**src/rtl/prince_round_ctrl_pkg.sv**
```systemverilog
// Shared definitions for the PRINCE round controller: round constants, FSM encoding, index mapping.
// Latency: n/a (package, constants and pure functions only).
// Backpressure: n/a.
package prince_pkg;

    // The 12 PRINCE round constants, RC[0] = 0.
    localparam logic [63:0] RC [0:11] = '{
        64'h0000000000000000,
        64'h13198a2e03707344,
        64'ha4093822299f31d0,
        64'h082efa98ec4e6c89,
        64'h452821e638d01377,
        64'hbe5466cf34e90c6c,
        64'h7ef84f78fd955cb1,
        64'h85840851f1ac43aa,
        64'hc882d32f25323c54,
        64'h64a51195e0e3610d,
        64'hd3b5a399ca0c2399,
        64'hc0ac29b7c97c50dd
    };

    typedef enum logic [1:0] {
        ST_IDLE = 2'd0,
        ST_RUN  = 2'd1,
        ST_DONE = 2'd2
    } state_e;

    // Reduced round counts drop constants from the middle of the table so the
    // first and last constants, and the alpha-reflection pairing, are preserved.
    // Decryption walks the same table in reverse order.
    function automatic logic [3:0] rc_idx(input logic [3:0] r, input int nrounds, input logic enc);
        logic [3:0] idx;
        if (int'(r) < nrounds / 2) begin
            idx = r;
        end else begin
            idx = 4'(int'(r) + 12 - nrounds);
        end
        return enc ? idx : (4'd11 - idx);
    endfunction

    // Legal configurations: even round count 2..12, S-box pipeline depth 1..8.
    function automatic bit params_ok(input int nrounds, input int sbox_lat);
        return (nrounds >= 2) && (nrounds <= 12) && ((nrounds % 2) == 0) &&
               (sbox_lat >= 1) && (sbox_lat <= 8);
    endfunction

endpackage

```
**src/rtl/prince_rc_rom.sv**
```systemverilog
// Round-constant lookup: 4-bit index to 64-bit PRINCE constant; indices above 11 read as zero.
// Latency: combinational, 0 cycles.
// Backpressure: none, pure lookup.
module prince_rc_rom
    import prince_pkg::*;
(
    input  logic [3:0]  idx_i,
    output logic [63:0] rc_o
);

    // Table scan keeps the lookup free of out-of-range array reads.
    always_comb begin
        rc_o = '0;
        for (int i = 0; i < 12; i++) begin
            if (idx_i == 4'(i)) begin
                rc_o = RC[i];
            end
        end
    end

endmodule

```
**src/rtl/prince_round_ctrl.sv**
```systemverilog
// Round sequencer for the masked PRINCE datapath: NROUNDS rounds of SBOX_LAT cycles, key^constant per round.
// Latency: accept at t, out_valid first at t+NROUNDS*SBOX_LAT+1; one operation in flight at a time.
// Backpressure: in_ready low outside IDLE; DONE holds out_valid until out_ready. Optional abort: PRINCE_CTRL_ABORT_EN.
module prince_round_ctrl
    import prince_pkg::*;
#(
    parameter int NROUNDS  = 12,
    parameter int SBOX_LAT = 1
) (
    input  logic        clk,
    input  logic        rst,
    input  logic        in_valid,
    output logic        in_ready,
    input  logic        enc,
    input  logic [63:0] k1,
`ifdef PRINCE_CTRL_ABORT_EN
    input  logic        abort,
`endif
    output logic [63:0] rc,
    output logic [3:0]  round,
    output logic        inv,
    output logic        state_load,
    output logic        state_en,
    output logic        busy,
    output logic        out_valid,
    input  logic        out_ready
);

    localparam int              STEP_W     = (SBOX_LAT > 1) ? $clog2(SBOX_LAT) : 1;
    localparam logic [STEP_W-1:0] STEP_LAST = STEP_W'(SBOX_LAT - 1);
    localparam logic [3:0]      ROUND_LAST = 4'(NROUNDS - 1);
    localparam logic [3:0]      ROUND_HALF = 4'(NROUNDS / 2);

    if (!params_ok(NROUNDS, SBOX_LAT)) begin : g_bad_params
        $error("prince_round_ctrl: NROUNDS must be even in 2..12 and SBOX_LAT in 1..8");
    end

    state_e            state_q, state_d;
    logic [3:0]        r_q, r_d;
    logic [STEP_W-1:0] step_q, step_d;
    logic [63:0]       k1_q, k1_d;
    logic              enc_q, enc_d;

    logic [3:0]        rom_idx;
    logic [63:0]       rom_rc;
    logic              abort_hit;

`ifdef PRINCE_CTRL_ABORT_EN
    assign abort_hit = abort & (state_q != ST_IDLE);
`else
    assign abort_hit = 1'b0;
`endif

    assign rom_idx = rc_idx(r_q, NROUNDS, enc_q);

    prince_rc_rom u_rom (
        .idx_i (rom_idx),
        .rc_o  (rom_rc)
    );

    // State register; reset outranks every other input.
    always_ff @(posedge clk) begin
        if (rst) begin
            state_q <= ST_IDLE;
            r_q     <= '0;
            step_q  <= '0;
            k1_q    <= '0;
            enc_q   <= 1'b1;
        end else begin
            state_q <= state_d;
            r_q     <= r_d;
            step_q  <= step_d;
            k1_q    <= k1_d;
            enc_q   <= enc_d;
        end
    end

    // Next-state logic, handshake and datapath strobes.
    always_comb begin
        state_d    = state_q;
        r_d        = r_q;
        step_d     = step_q;
        k1_d       = k1_q;
        enc_d      = enc_q;
        in_ready   = (state_q == ST_IDLE);
        state_load = in_valid & (state_q == ST_IDLE);
        state_en   = 1'b0;
        out_valid  = 1'b0;
        busy       = (state_q != ST_IDLE);

        case (state_q)
            ST_IDLE: begin
                if (in_valid) begin
                    state_d = ST_RUN;
                    r_d     = '0;
                    step_d  = '0;
                    k1_d    = k1;
                    enc_d   = enc;
                end
            end
            ST_RUN: begin
                if (step_q == STEP_LAST) begin
                    state_en = 1'b1;
                    step_d   = '0;
                    if (r_q == ROUND_LAST) begin
                        state_d = ST_DONE;
                        r_d     = '0;
                    end else begin
                        r_d = r_q + 4'd1;
                    end
                end else begin
                    step_d = step_q + STEP_W'(1);
                end
            end
            ST_DONE: begin
                out_valid = 1'b1;
                if (out_ready) begin
                    state_d = ST_IDLE;
                end
            end
            default: begin
                state_d = ST_IDLE;
            end
        endcase

        // Abort discards the operation and the key it was using.
        if (abort_hit) begin
            state_d   = ST_IDLE;
            r_d       = '0;
            step_d    = '0;
            k1_d      = '0;
            state_en  = 1'b0;
            out_valid = 1'b0;
        end
    end

    // Round decodes come from registered state only, so they hold for the whole round.
    always_comb begin
        rc    = '0;
        round = '0;
        inv   = 1'b0;
        if (state_q == ST_RUN) begin
            rc    = k1_q ^ rom_rc;
            round = r_q;
            inv   = (r_q >= ROUND_HALF);
        end
    end

endmodule
```
**config.mk**
```make
export PLATFORM = sky130hd
export DESIGN_NAME = prince_round_ctrl
export DESIGN_NICKNAME = d
export VERILOG_FILES = /design/src/rtl/prince_round_ctrl_pkg.sv /design/src/rtl/prince_rc_rom.sv /design/src/rtl/prince_round_ctrl.sv
export SDC_FILE = /design/constraint.sdc
export NUM_CORES = 1
export LEC_CHECK = 0
export BUFFER_PORTS_ARGS = -buffer_cell sky130_fd_sc_hd__buf_2
export CAP_MARGIN = 20
export CORE_UTILIZATION = 46
export DETAILED_ROUTE_END_ITERATION = 8
export PLACE_DENSITY_LB_ADDON = 0.15
export SYNTH_ARGS = -nofsm -noshare
export SYNTH_HDL_FRONTEND = slang
export SYNTH_HIERARCHICAL = 1
export SYNTH_SLANG_ARGS = --single-unit
```
**constraint.sdc**
```tcl
create_clock -name clk -period 2.3 [get_ports clk]
set_input_delay 0.115 -clock clk [delete_from_list [all_inputs] [get_ports clk]]
set_output_delay 0.115 -clock clk [all_outputs]
set_load 0.03 [all_outputs]
```
* Yosys cells after proc, flatten, opt, wreduce, memory -nomap -nowiden
Index checks and enable logic that the tools add are counted.
Word-level totals: logic and storage cells 70, output and inout bits 74, bits in registers 72, input bits 69
Cells by class: bitwise logic cells 2, reductions and logical operators 7, $lt $le $gt $ge 2, equality and inequality tests 18, multiplexer cells 31, add/sub/neg operators 5
Operators with widths (number):
- $mux W64 | 11
- $xor A64 B64 Y64 | 1
- $mux W61 | 1
- $mux W4 | 6
- $eq A4 B4 Y1 const B | 5
- $eq A4 B3 Y1 const B | 4
- $eq A4 B2 Y1 const B | 2
- $mux W2 | 4
- $ne A2 B2 Y1 const B | 4
- $pmux W4 S2 | 1
- $mux W1 | 6
- $pmux W2 S3 | 1
- $add A4 B1 Y4 const B | 1
- $add A4 B4 Y4 const B | 1
- $eq A4 B1 Y1 const B | 1
- $ge A4 B3 Y1 const B | 1
- $lt A4 B3 Y1 const B | 1
- $reduce_and A2 Y1 | 2
- $reduce_and A4 Y1 | 1
- $reduce_bool A2 Y1 | 2
- $sub A4 B4 Y4 const A | 1
- $sub A4 B4 Y4 const B | 1
- $reduce_and A3 Y1 | 1
- $eq A2 B1 Y1 const B | 1
- other kinds (5) | 5

* Depth between registers and ports, before layout
word-level depth 19, mapped depth 11, mapped depth without buffers 9

* Cells and area by module
The synthesis kept the hierarchy.
Modules (own cells, without submodules):
- prince_round_ctrl | area an instance 3479.6 um^2, seq. area each 1421.4 um^2, times used 1, cells an instance 471
- prince_rc_rom | area an instance 733.2 um^2, seq. area each 0.0 um^2, times used 1, cells an instance 122

* Worst setup path after synthesis
No wires, ideal clock.
path type register to output, start register r_q[2], end output port rc[20], required time 2.185 ns, arrival 2.498 ns, stages on the path, launching flop included 11, path buffers 2, path slack -0.313 ns, cells stage by stage dfxtp_1 > inv_1 > ha_1 > mux2_2 > buf_4 > and2b_4 > or3_1 > nand3_1 > buf_4 > xnor2_1 > nor2_1
Between the ends: longest elaborated chain between the ends 19, elaborated cells between the ends (all ways) 30, classes of those cells add/sub (3); order compare (1); eq/ne (11); mux (14); bitwise (1)
RTL lines:
- from (decl) | RTL line prince_round_ctrl.sv:39 | logic [3:0] r_q, r_d;
- from (signal assigned) | RTL line prince_round_ctrl.sv:71 | r_q <= r_d;
- $add A4 B4 Y4 | RTL line prince_round_ctrl_pkg.sv:36 | idx = 4'(int'(r) + 12 - nrounds);
- $sub A4 B4 Y4 | RTL line prince_round_ctrl_pkg.sv:36
- $mux W4 * | RTL line prince_round_ctrl_pkg.sv:33 | if (int'(r) < nrounds / 2) begin
- $sub A4 B4 Y4 | RTL line prince_round_ctrl_pkg.sv:38 | return enc ? idx : (4'd11 - idx);
- $mux W4 * | RTL line prince_round_ctrl_pkg.sv:38
- net rom_idx[3] | RTL line prince_round_ctrl.sv:44 | logic [3:0] rom_idx;
- $eq A4 B1 Y1 | RTL line prince_rc_rom.sv:15 | if (idx_i == 4'(i)) begin
- $mux W61 | RTL line prince_rc_rom.sv:15
- $mux W64 (9 in series) | RTL line prince_rc_rom.sv:15
- $mux W64 * | RTL line prince_rc_rom.sv:15
- net rom_rc[20] | RTL line prince_round_ctrl.sv:45 | logic [63:0] rom_rc;
- $xor A64 B64 Y64 * | RTL line prince_round_ctrl.sv:143 | rc = k1_q ^ rom_rc;
- $mux W64 * | RTL line prince_round_ctrl.sv:142 | if (state_q == ST_RUN) begin
- to (decl) | RTL line prince_round_ctrl.sv:19 | output logic [63:0] rc,
Mark *: on every way through the listed nets, which the timed path passes. The rest lies on a longest branch.

* Worst setup path in the final report
start register r_q[2], end output port rc[17]
Between the ends: longest elaborated chain between the ends 18, elaborated cells between the ends (all ways) 28, classes of those cells add/sub (3); order compare (1); eq/ne (10); mux (13); bitwise (1)
RTL lines (RTL line):
- $add A4 B4 Y4 | prince_round_ctrl_pkg.sv:36
- $sub A4 B4 Y4 | prince_round_ctrl_pkg.sv:36
- $mux W4 * | prince_round_ctrl_pkg.sv:33
- $sub A4 B4 Y4 | prince_round_ctrl_pkg.sv:38
- $mux W4 * | prince_round_ctrl_pkg.sv:38
- net rom_idx[3] | prince_round_ctrl.sv:44
- $eq A4 B2 Y1 | prince_rc_rom.sv:15
- $mux W64 (9 in series) | prince_rc_rom.sv:15
- $mux W64 * | prince_rc_rom.sv:15
- net rom_rc[17] | prince_round_ctrl.sv:45
- $xor A64 B64 Y64 * | prince_round_ctrl.sv:143
- $mux W64 * | prince_round_ctrl.sv:142
Marks and branches as above.

==> impl_results.md <==
* Status: finished, violations left
* Violated checks: design-rule violations, negative setup slack
* # rows at 34
* Top delay family on crit path: simple AND/OR/NAND/NOR gates
* Yosys top cell area share at 0.337
* DRC at 16
* Post-DP HPWL at approximately 8000 µm
* Area Growth Syn to Fin at 65.2%
* Clock Latency Late Sink at ~360 ps
* Fin crit period at approximately 2600 ps
* Largest family of logic cells by synthesized area: simple AND/OR/NAND/NOR gates
* Ys flop type: dfxtp_1
* Hold path endpoint: k1_q[37]$_SDFFE_PP0P_
* Hold Worst Slack at 7.39 ps
* Reg2Reg Launch Point: state_q[0]$_SDFFE_PP0P_
* Htree depth at 3
* Grt total ovfl at 0
* Post-synth EDFFs at 0
* Unrepaired setup endpoints after global routing: true
* Worst Reg-to-Reg Cells at 4
* CP Data Required Time at between 2000 and 2500 ps
* DIE WIDTH at between 90 and 100 µm
* WP data arrival at between 2000 and 2500 ps
* CTS tree: done
* Fin. Hold Viols at 0
* Critical-path cell list: inv_4 -> ha_4 -> mux2_4 -> and2b_4 -> nor2_2 -> nor2_1 -> buf_4 -> xnor2_1 -> nor2_1 -> buf_4
* Post-synthesis adder-cell area fraction at 0.0119
* Final Cycle Share at 1.11
* Clk buf depth at 2
* HP Class: input pin to flip-flop
* Critical-path top delay cell: dfxtp_4
* Mux contribution to synthesized area at 0.00505
* First-pass GRT wire length at 20,500 µm
* Least-Margin Pin Slew at 727 ps
* DRT iter0 DRCs at 371
* WS Path Type: flip-flop to output port
* Vias in the first global route at 4,210
* Synthesized Nets at roughly 670
* Layout cells sized above 1 at 0.439
* Synth area leader: dfxtp_1
* Slew Viols, Final at 0
* Final setup margin at -257 ps
* Router iterations before antenna repair at 7
* Pwr Density at between 600 and 700 nW/µm²
* Core area at approximately 8800 µm²
* Antenna violations before repair at 0
* Syn. warnings at 6
* Peak Freq at roughly 0.4 GHz
* Largest net degree at the start of global routing at 68
* Initial core utilization at 0.478
* Worst R2R End: k1_q[21]$_SDFFE_PP0P_
* Area share of xor/xnor cells in the synthesized design at 0.146
* Worst-path clk slew at roughly 80 ps
* Post-synthesis instance total at between 500 and 600
* Synth area leaders: dfxtp_1 (34%), xnor2_1 (14%), nand2_1 (13%)
* Pwr Total at approximately 4200 µW
* Worst Path Max Fanout at 7
* Global placement routability congestion at 0.882
* Leakage at around 0.003 µW
* Hold Path Depth at 3
* Clk_skew at 14.1 ps
* Antenna viol nets, final at 0
* Die Y-Extent at just under 100 µm
* FF+latch count, synth at 71
* I/O Buffers at between 100 and 150
* Die area at 9550 µm²
* Fraction of registers with async set/reset at 0
* Setup crit end kind: output port
* Synth unique cells at 46
* Hold Path Origin: k1[37]
* Total track usage at 0.271
* Final nets at ~860
* Routed Wire Length at approximately 15,000 µm
* Startpoint Class: flip-flop
* Cell area after synthesis at around 4200 µm²
* Root Buffer: clkbuf_8
* Post-synthesis simple-gate area fraction at 0.263
* Worst Setup SP: r_q[2]$_SDFFE_PP0P_
* DR vias/cell at around 5.3
* Maxcap violations at 0
* Worst Path Buf+Inv at 3
* Ports at 143
* Seq/Total Area, Yosys at 0.337
* Post-synthesis compound-gate area fraction at 0.135
* Worst vdd ir at 0.351 mV
* CTS buffer count at 9
* CP max stage delay at roughly 360 ps
* # setup viols final at 56
* Antenna diodes at 0
* Flop-to-flop setup slack at 600 ps
* Slew Limit Headroom at 0.515
* Synthesized area per cell at slightly above 7 µm²
* Routed via count at 4,771
* # clock sinks at 71
* WL per Instance at 16.5 µm
## Yosys cell counts (5+ instances only)
cell / n
a21oi_1: 78
buf_2: 16
buf_4: 26
buf_6: 5
clkbuf_1: 17
dfxtp_1: 71
inv_1: 5
nand2_1: 148
nand2b_1: 11
nand3_1: 6
nor2_1: 80
o21ai_0: 11
xnor2_1: 69
## worst register-to-register path, stage by stage (launching register included)
cell and delay [ps]:
dfxtp_1 380, or3b_2 510, buf_4 350, nand2_1 250
a21oi_1 90
## timing repair
item,CTS,global route
hold buffers,39,1
gates resized for setup,135,133
setup endpoints to repair,60,60
setup buffers,20,19
cloned,1,0
pin swaps,21,52
hold endpoints to repair,39,1
## per-layer routing
metal	track usage	vias up	part of all wire
li1	-	2264	-
met1	0.336	2217	0.40
met2	0.476	225	0.50
met3	0.0468	65	0.054
met4	0.0862	0	0.041
met5	0	-	0
## logic make-up (layout without fill, tap and decap cells)
group | after synthesis | after routing
compound gates | 105 | 105
flops | 71 | 71
xor+xnor | 70 | 70
mux | 2 | 3
buf+inv | 72 | 273
fa+ha+maj | 4 | 4
other cells | 1 | 1
simple gates | 268 | 268
## sequential cells by signal, indices dropped and copies added, names as in the netlist
name,count
state_q,2
k1_q,64
r_q,4
enc_q,1
## metrics by stage
stage / cells / setup TNS, ps / setup slack, ps / instance area (µm²) / util
global placement: 811 / -496 / -165 / 5020 / 0.571
floorplan: 593 / 0 / 2.86 / 4270 / -
global route: 903 / -10070 / -369 / 6960 / 0.790
detailed placement: 811 / -591 / -127 / 5020 / 0.571
finish: 903 / -6490 / -257 / 6960 / 0.790
CTS: 887 / -2930 / -164 / 6310 / 0.717
## placed cells by master (no fill, tap or decap), drive strengths merged, types with 3 or more instances in the layout
master       count
buf            210
nand2          148
nor2            80
a21oi           78
dfxtp           71
xnor2           69
dlygate4sd3     40
clkbuf          11
nand2b          11
o21ai           11
nand3            6
inv              6
or2              5
ha               4
and2             4
clkinv           4
o22ai            4
or3              3
nor2b            3
## where the power goes
group	internal, µW	total (µW)	switching (µW)
clock	447	944	497
combinational	878	1870	993
sequential	1300	1370	67.4
total	2630	4190	1560
## layout make-up
type / count / area [µm²]
clock buffer: 11 / 151
tap: 108 / 135
fill: 583 / 1850
clock inverter: 5 / 31.3
inverter: 7 / 41.3
sequential: 71 / 1430
multi-input combinational: 451 / 3150
timing repair buffer: 250 / 2020
## worst max path at each step
stage | end | slack (ps) | cells past startpoint
after floorplan | rc[2] | 3 | 10
after global placement | rc[33] | -160 | 10
after detailed placement | rc[36] | -130 | 7
after CTS | rc[37] | -160 | 9
after global routing | rc[17] | -370 | 10
final | rc[17] | -260 | 10
(Power assumes the default switching activity.)
